==> src/rtl/cpu_pkg.sv <==
// Shared types and helpers for the 8-bit CPU datapath blocks.
// Holds the PCH fix-up state encoding and the PCL-carry step rule.
package cpu_pkg;

    localparam int BUS_W = 8;

    typedef enum logic [0:0] {FIX_IDLE, FIX_ADJ} pch_fix_state_t;

    // Conflicting increment/decrement qualifiers cancel to no step.
    function automatic logic signed [2:0] step_term(
        input logic inc,
        input logic dec,
        input logic en
    );
        step_term = 3'sb000;
        if (en && inc && !dec) begin
            step_term = 3'sb001;
        end else if (en && dec && !inc) begin
            step_term = 3'sb111;
        end
    endfunction

endpackage

==> src/rtl/pch_incdec.sv <==
// Combinational modulo-256 adder for the PCH byte.
// Applies a small signed delta (-2..+2) with natural wrap.
module pch_incdec
    import cpu_pkg::*;
(
    input  logic [BUS_W-1:0]  value_i,
    input  logic signed [2:0] delta_i,
    output logic [BUS_W-1:0]  value_o
);

    logic [BUS_W-1:0] delta_ext;

    assign delta_ext = {{(BUS_W-3){delta_i[2]}}, delta_i};
    assign value_o   = value_i + delta_ext;

endmodule

==> src/rtl/program_counter_high.sv <==
// Program-counter high byte: steps on the PCL carry/borrow, loads from ADH,
// drives DB/ADH, and applies a deferred +/-1 after a page-crossing branch.
module program_counter_high
    import cpu_pkg::*;
#(
    parameter logic [BUS_W-1:0] RESET_VAL = 8'h00,
    parameter logic [BUS_W-1:0] IDLE_BUS  = 8'h00
) (
    input  logic             clk,
    input  logic             nrst,
    input  logic [BUS_W-1:0] ADH_in,
    input  logic             ADH_PCH,
    input  logic             PCH_PCH,
    input  logic             PCH_DB,
    input  logic             PCH_ADH,
    input  logic             PCLC,
    input  logic             increment,
    input  logic             decrement,
    input  logic             fix_req,
    input  logic             fix_dir,
    output logic [BUS_W-1:0] DB_out,
    output logic [BUS_W-1:0] ADH_out,
    output logic             fix_busy,
    output logic             fix_done
);

    logic [BUS_W-1:0] pch_q, pch_d;
    pch_fix_state_t   state_q, state_d;
    logic             fix_dir_q, fix_dir_d;
    logic             fix_done_q, fix_done_d;

    logic signed [2:0] step_delta;
    logic signed [2:0] fix_delta;
    logic signed [2:0] delta;
    logic [BUS_W-1:0]  pch_sum;

    assign step_delta = step_term(increment, decrement, PCH_PCH & PCLC);
    assign fix_delta  = (state_q == FIX_ADJ) ? (fix_dir_q ? 3'sb111 : 3'sb001) : 3'sb000;
    // Both terms are within -1..+1, so the 3-bit sum never overflows.
    assign delta      = step_delta + fix_delta;

    pch_incdec u_incdec (
        .value_i (pch_q),
        .delta_i (delta),
        .value_o (pch_sum)
    );

    always_comb begin
        pch_d = pch_q;
        if (ADH_PCH) begin
            pch_d = ADH_in;
        end else if (PCH_PCH || (state_q == FIX_ADJ)) begin
            pch_d = pch_sum;
        end
    end

    always_comb begin
        state_d    = state_q;
        fix_dir_d  = fix_dir_q;
        fix_done_d = 1'b0;
        case (state_q)
            FIX_IDLE: begin
                if (fix_req) begin
                    state_d   = FIX_ADJ;
                    fix_dir_d = fix_dir;
                end
            end
            FIX_ADJ: begin
                state_d    = FIX_IDLE;
                // A same-cycle load overrides the fix, so nothing was applied.
                fix_done_d = !ADH_PCH;
            end
            default: state_d = FIX_IDLE;
        endcase
    end

    always_ff @(posedge clk or negedge nrst) begin
        if (!nrst) begin
            pch_q      <= RESET_VAL;
            state_q    <= FIX_IDLE;
            fix_dir_q  <= 1'b0;
            fix_done_q <= 1'b0;
        end else begin
            pch_q      <= pch_d;
            state_q    <= state_d;
            fix_dir_q  <= fix_dir_d;
            fix_done_q <= fix_done_d;
        end
    end

    assign DB_out   = PCH_DB  ? pch_q : IDLE_BUS;
    assign ADH_out  = PCH_ADH ? pch_q : IDLE_BUS;
    assign fix_busy = (state_q == FIX_ADJ);
    assign fix_done = fix_done_q;

endmodule

==> config.mk <==
export PLATFORM = sky130hd
export DESIGN_NAME = program_counter_high
export DESIGN_NICKNAME = d
export VERILOG_FILES = /design/src/rtl/cpu_pkg.sv /design/src/rtl/pch_incdec.sv /design/src/rtl/program_counter_high.sv
export SDC_FILE = /design/constraint.sdc
export NUM_CORES = 1
export LEC_CHECK = 0
export CAP_MARGIN = 15
export CORE_ASPECT_RATIO = 0.8
export CORE_UTILIZATION = 41
export CTS_BUF_LIST = sky130_fd_sc_hd__clkbuf_2
export DETAILED_ROUTE_END_ITERATION = 10
export GPL_TIMING_DRIVEN = 0
export PLACE_DENSITY = 0.74
export SLEW_MARGIN = 25
export SYNTH_ARGS = -nofsm -noshare
export SYNTH_HDL_FRONTEND = slang
export SYNTH_SLANG_ARGS = --single-unit
==> constraint.sdc <==
create_clock -name clk -period 2.4 [get_ports clk]
set_clock_uncertainty 0.05 [all_clocks]
set_input_delay 0.48 -clock clk [delete_from_list [all_inputs] [get_ports clk]]
set_output_delay 0.48 -clock clk [all_outputs]
set_load 0.05 [all_outputs]
==> run_results.csv, run 1 <==
group,metric,value,unit
run_status,status,"finished with violations",
run_status,violations,"DRC, setup timing",
cts,clk_path_buf_depth,2,
cts,cts_tree,"yes",
logic_synthesis,synth_commonest_cells,"16 x and2_1, 11 x dfrtp_1, 9 x ha_1, 8 x o21ai_0, 7 x a21oi_1",
logic_synthesis,yosys_warnings,0,
drt,met2_wirelength,1310,um
floorplanning,die_w,56.7,um
global_routing,track_usage,0.215,
drt,ant_nets,0,
critical_path,slowest_delay,470,ps
drt,firstDrtPassIters,7,
finish,n_antenna_cell,0,
logic_synthesis,yosys.area.top_type,"dfrtp_1",
placement,portBuffers,35,
placement,routabilityCongestion,0.860,
floorplanning,io_pins,37,
sta,slew_viol_final,0,
finish,nets,186,
critical_path,cp.required,2550,ps
floorplanning,coreArea,2210,um2
logic_synthesis,synth_most_common_cell,"and2_1",
critical_path,cp.arrival,2640,ps
drt,post_drt_via_cell_ratio,5.27,
sta,setup_ws,-85.1,ps
sta,hold_viol,0,
critical_path,cpMostUsedCell,"fa_2",
finish,fin_cells,179,
cts,path_clk_slew,140,ps
floorplanning,dieArea,2590,um2
sta,finalCritPeriodShare,1.04,
logic_synthesis,yosysSeqAreaShare,0.281,
sta,grt_setup_unrepaired,"true",
critical_path,path_class,"input port to flop",
sta,worstMarginPinSlew,587,ps
floorplanning,initial_utilization,0.443,
sta,relSlewSlack,0.608,
global_routing,first_global_vias,879,
logic_synthesis,synthTopCellsByArea,"dfrtp_1 28%, ha_1 11%, and2_1 10%",
critical_path,cp_max_fo,2,
drt,drt-initial-drc-count,29,
global_routing,grt_pass1_wl,4040,um
cts,cts-root-buf,"clkbuf_2",
critical_path,cp_slowest_cell,"fa_2",
critical_path,end_kind,"flop",
drt,route.vias.total,943,
drt,dr_wl_met3,124,um
cts,htree_levels,1,
drt,drc,6,
placement,placed_area,1400,um2
finish,synthToLayoutAreaGrowth,56.1,%
power_and_ir_drop,power.leakage,0.689,nW
logic_synthesis,ys_types,33,
drt,wl,2680,um
cts,cts_num_sinks,11,
floorplanning,die_y,45.8,um
logic_synthesis,ys_async_sr_fraction,1.00,
global_routing,antenna_found_initial,0,
power_and_ir_drop,power_density,630,nW/um2
floorplanning,placementRows,15,
logic_synthesis,ys_ff_latch,11,
cts,numCtsBuffers,3,
sta,min_period,2490,ps
logic_synthesis,synth_edf_count,0,
cts,clk-insertion-delay-late,290,ps
power_and_ir_drop,irDropWorstVdd,320,uV
global_routing,grt_start_max_net_pins,12,
sta,setup_viol,3,
logic_synthesis,ys.flop_type,"dfrtp_1",
drt,routedWlPerCell,15.0,um
critical_path,rr_worst_depth,8,
run,max_cap_violations,0,
placement,placed_cells,170,
global_routing,grt_overflow,0,
finish,n_fill_cell,175,
logic_synthesis,synth.net_count,141,
sta,tns,-167,ps
sta,fmax,402,MHz
logic_synthesis,synth_area,981,um2
placement,dpl.hpwl,1910,um
finish,drive_above_1_share,0.247,
critical_path,path_cells,"buf_6 -> xnor2_2 -> nor2_2 -> ha_4 -> fa_2 -> fa_2 -> a21o_1 -> a21boi_1 -> o21bai_1 -> xnor2_1 -> a221oi_1",
critical_path,cp-start-kind,"input port",
sta,hold_slack,492,ps
drt,wl_met1,1250,um
worst_hold_path,hold_class,"input port to asynchronous set/reset pin",
logic_synthesis,syn_inst,110,
drt,top_layer,"met3",
logic_synthesis,synth_top_area_frac,0.281,
power_and_ir_drop,power,0.000965,W
logic_synthesis,synth.avg_cell_area,8.92,um2
finish,design_area,1530,um2
path summary, 6_finish.rpt:
check	startpoint	to	slack (ps)
worst min-delay path	nrst	pch_q[6]	490
worst max register to register	fix_busy	pch_q[6]	-50
worst max-delay path	decrement	pch_q[6]	-90
max in group asynchronous	nrst	fix_busy	1400
worst min register to register	fix_dir_q	fix_dir_q	530
min in group clk	ADH_PCH	pch_q[3]	510
worst max-delay path, delay by kind of cell:
kind                       cells  cell delay, ps
xor gates and xnor gates       2             260
buffers and inverters          1             100
and+or+nand+nor                1             120
AOI/OAI and AO/OA              4             670
adders and majority gates      3            1000
layout by cell type, fill, tap and decap left out, types with 3 or more instances in the layout:
cell              n
clkbuf_2          3
dlygate4sd2_1    11
clkdlybuf4s15_1   5
fa_2              3
nor2_1            5
buf_6             3
and2_1           16
o21ai_0           4
buf_4             6
o21a_1            3
a21oi_2           4
clkdlybuf4s50_1  15
inv_1             5
dfrtp_1          10
xor2_1            3
o21ai_1           4
a21oi_1           3
ha_1              4
nand2_1           4
ha_4              5
where the power goes:
group | internal [W] | switching [W] | leakage [nW]
combinational | 0.000254 | 0.000334 | 0.543
sequential | 0.000218 | 0.0000461 | 0.130
clock | 0.0000377 | 0.0000753 | 0.0164
total | 0.000509 | 0.000455 | 0.689
metrics by stage:
step                      utilization  worst slack (ps)
after CTS                       0.662              -169
after floorplan                     -              -221
after detailed placement        0.633              -926
after global placement          0.633              -881
after global routing            0.692              -164
final                           0.692             -85.1
area by class of cell:
cell class / count / area [um2] / area share
multi-input cells: 90 / 788 / 0.515
repair buffers: 40 / 369 / 0.241
flip-flops and latches: 11 / 277 / 0.181
well taps: 25 / 31.3 / 0.0204
inverters: 6 / 27.5 / 0.0180
plain buffers: 3 / 18.8 / 0.0123
clock buffers: 3 / 15.0 / 0.00980
clock inverters: 1 / 5.00 / 0.00327
cell families (layout without fill, tap and decap cells):
kind of cell | Yosys count | in the layout | share of synthesized area
buffers and inverters | 9 | 53 | 0.0421
muxes | 3 | 3 | 0.0319
AOI/OAI and AO/OA | 30 | 30 | 0.200
xor gates and xnor gates | 6 | 6 | 0.0536
DFF | 11 | 11 | 0.281
and+or+nand+nor | 39 | 39 | 0.216
adders and majority gates | 12 | 12 | 0.176
sequential cells by signal, indices dropped and copies added, names as in the netlist:
register   cells
fix_busy       1
fix_dir_q      1
fix_done       1
pch_q          8
layer usage:
| metal | vias to the layer above | GRT usage |
|---|---|---|
| li1 | 470 | - |
| met1 | 447 | 0.281 |
| met2 | 26 | 0.340 |
| met3 | 0 | 0.0540 |
| met4 | 0 | 0.100 |
| met5 | - | 0 |
timing repair:
item,CTS,global route
setup buffers,3,2
resized for setup,42,14
endpoints found under the hold margin,0,0
pin swaps,18,17
hold buffers,0,0
cloned,0,0
setup endpoints to repair,23,11
Power figures use the tool's default switching activity.
==> inputs of run 2 (changes only) <==
--- a/config.mk
+++ b/config.mk
@@ -12,6 +12,7 @@
 export DETAILED_ROUTE_END_ITERATION = 10
 export GPL_TIMING_DRIVEN = 0
 export PLACE_DENSITY = 0.74
+export SETUP_SLACK_MARGIN = 0.4
 export SLEW_MARGIN = 25
 export SYNTH_ARGS = -nofsm -noshare
 export SYNTH_HDL_FRONTEND = slang
==> run_results.csv, run 2 (same netlist as run 1, synthesis figures left out) <==
group,metric,value,unit
sta,fmax,399,MHz
drt,drt-initial-drc-count,17,
drt,route.vias.total,949,
floorplanning,die_y,45.8,um
placement,pre_cts_slack,-934,ps
sta,min_period,2510,ps
finish,fin_cells,180,
floorplanning,dieArea,2590,um2
critical_path,cpMostUsedCell,"fa_2",
finish,synthToLayoutAreaGrowth,59.4,%
sta,grt_setup_unrepaired,"true",
finish,largest_register,"pch_q",
critical_path,slowest_delay,480,ps
global_routing,grt_pass1_wl,4150,um
sta,slew_viol_final,0,
drt,post_drt_via_cell_ratio,5.27,
global_routing,antenna_found_initial,0,
sta,relSlewSlack,0.617,
critical_path,end_kind,"flop",
sta,setup_ws,-108,ps
drt,wl,2670,um
power_and_ir_drop,power_density,628,nW/um2
floorplanning,die_w,56.7,um
critical_path,cp-start-kind,"input port",
cts,clk_path_buf_depth,2,
cts,cts_tree,"yes",
finish,drive_above_1_share,0.368,
finish,nets,187,
run_status,status,"finished with violations",
global_routing,grt_overflow,0,
cts,htree_levels,1,
critical_path,cp.required,2540,ps
sta,hold_viol,0,
placement,portBuffers,35,
power_and_ir_drop,power.leakage,0.677,nW
floorplanning,initial_utilization,0.443,
run,max_cap_violations,0,
finish,n_antenna_cell,0,
critical_path,cp_max_fo,2,
sta,tns,-285,ps
sta,finalCritPeriodShare,1.04,
power_and_ir_drop,irDropWorstVdd,371,uV
worst_hold_path,hold_class,"input port to asynchronous set/reset pin",
sta,worstMarginPinSlew,573,ps
cts,cts-root-buf,"clkbuf_2",
placement,placed_cells,170,
floorplanning,coreArea,2210,um2
finish,final_common_cell,"and2_1",
critical_path,cp_slowest_cell,"fa_2",
drt,ant_nets,0,
drt,firstDrtPassIters,7,
global_routing,track_usage,0.220,
global_routing,grt_start_max_net_pins,12,
drt,drc,4,
run_status,violations,"DRC, setup timing",
critical_path,cp.arrival,2640,ps
cts,numCtsBuffers,3,
floorplanning,placementRows,15,
drt,routedWlPerCell,14.9,um
placement,dpl.hpwl,1800,um
critical_path,path_cells,"buf_6 -> xnor2_2 -> nor2_2 -> ha_4 -> fa_2 -> fa_2 -> a21o_1 -> buf_4 -> a21oi_4 -> xor2_1 -> o21ai_1 -> o21a_1",
cts,clk-insertion-delay-late,290,ps
cts,cts_num_sinks,11,
cts,path_clk_slew,140,ps
floorplanning,io_pins,37,
sta,setup_viol,4,
critical_path,path_class,"input port to flop",
placement,routabilityCongestion,0.918,
power_and_ir_drop,power,0.000983,W
global_routing,first_global_vias,917,
finish,layout_common_cells,"16 x and2_1, 14 x clkdlybuf4s15_2, 11 x clkdlybuf4s50_1, 10 x dfrtp_1, 7 x buf_4",
finish,largest_reg_flops,8,
[run 2: changes by cell type in the layout (fill, tap and decap cells not counted), sizes merged]
cell	previous run	this run
clkdlybuf4s50	15	11
dlygate4sd2	11	4
buf	11	12
clkdlybuf4s18	0	2
clkdlybuf4s15	5	14
[run 2: worst max-delay path, delay by kind of cell]
kind,cells,cell delay (ps)
compound gates,4,490
xor+xnor,2,270
fa+ha+maj,3,1020
buf+inv,2,240
simple gates,1,130
[run 2: power by group]
part           internal [W]  leakage [nW]  total (W)  switching (W)
sequential         0.000218         0.130   0.000258      0.0000401
combinational      0.000262         0.531   0.000611       0.000349
clock             0.0000377        0.0164   0.000115      0.0000769
total              0.000517         0.677   0.000983       0.000466
[run 2: worst paths after layout]
check / startpoint / to / slack [ps] / cells after the start
min in group clk: ADH_PCH / pch_q[3] / 510 / 4
worst min register to register: fix_dir_q / fix_dir_q / 510 / 1
worst min-delay path: nrst / pch_q[6] / 490 / 1
max in group asynchronous: nrst / fix_busy / 1410 / 1
worst max-delay path: decrement / pch_q[4] / -110 / 12
worst max register to register: fix_busy / pch_q[7] / -40 / 8
[run 2: area by class of cell]
class | instances | area (um2)
sequential | 11 | 277
timing repair buffer | 41 | 403
multi-input combinational | 90 | 790
buffer | 3 | 18.8
clock inverter | 1 | 5.00
clock buffer | 3 | 15.0
fill | 177 | 651
tap | 25 | 31.3
inverter | 6 | 25.0
[run 2: through the flow]
step	hold WS (ps)	area, um2	util
after global routing	489	1560	0.706
after floorplan	134	1020	-
final	485	1560	0.706
after detailed placement	469	1400	0.633
after CTS	474	1500	0.677
after global placement	449	1400	0.633
[run 2: layer usage]
| metal | GRT usage | up-vias | wire length (um) |
|---|---|---|---|
| met5 | 0 | - | 0 |
| met4 | 0.0850 | 0 | 35 |
| met3 | 0.0682 | 6 | 104 |
| met2 | 0.352 | 22 | 1190 |
| met1 | 0.282 | 446 | 1340 |
| li1 | - | 475 | - |
[run 2: timing repair]
action	in CTS	in global routing
gates resized for setup	81	10
hold buffers	0	0
pin swaps	22	17
setup buffers	4	2
setup endpoints to repair	25	7
==> inputs of run 3 (changes only) <==
--- a/config.mk
+++ b/config.mk
@@ -5,10 +5,11 @@
 export SDC_FILE = /design/constraint.sdc
 export NUM_CORES = 1
 export LEC_CHECK = 0
-export CAP_MARGIN = 15
+export CAP_MARGIN = 10
 export CORE_ASPECT_RATIO = 0.8
 export CORE_UTILIZATION = 41
 export CTS_BUF_LIST = sky130_fd_sc_hd__clkbuf_2
+export CTS_CLUSTER_SIZE = 14
 export DETAILED_ROUTE_END_ITERATION = 10
 export GPL_TIMING_DRIVEN = 0
 export PLACE_DENSITY = 0.74
==> results of run 3 <==
The final DEF is identical to that of run 2; final timing and power are the same.
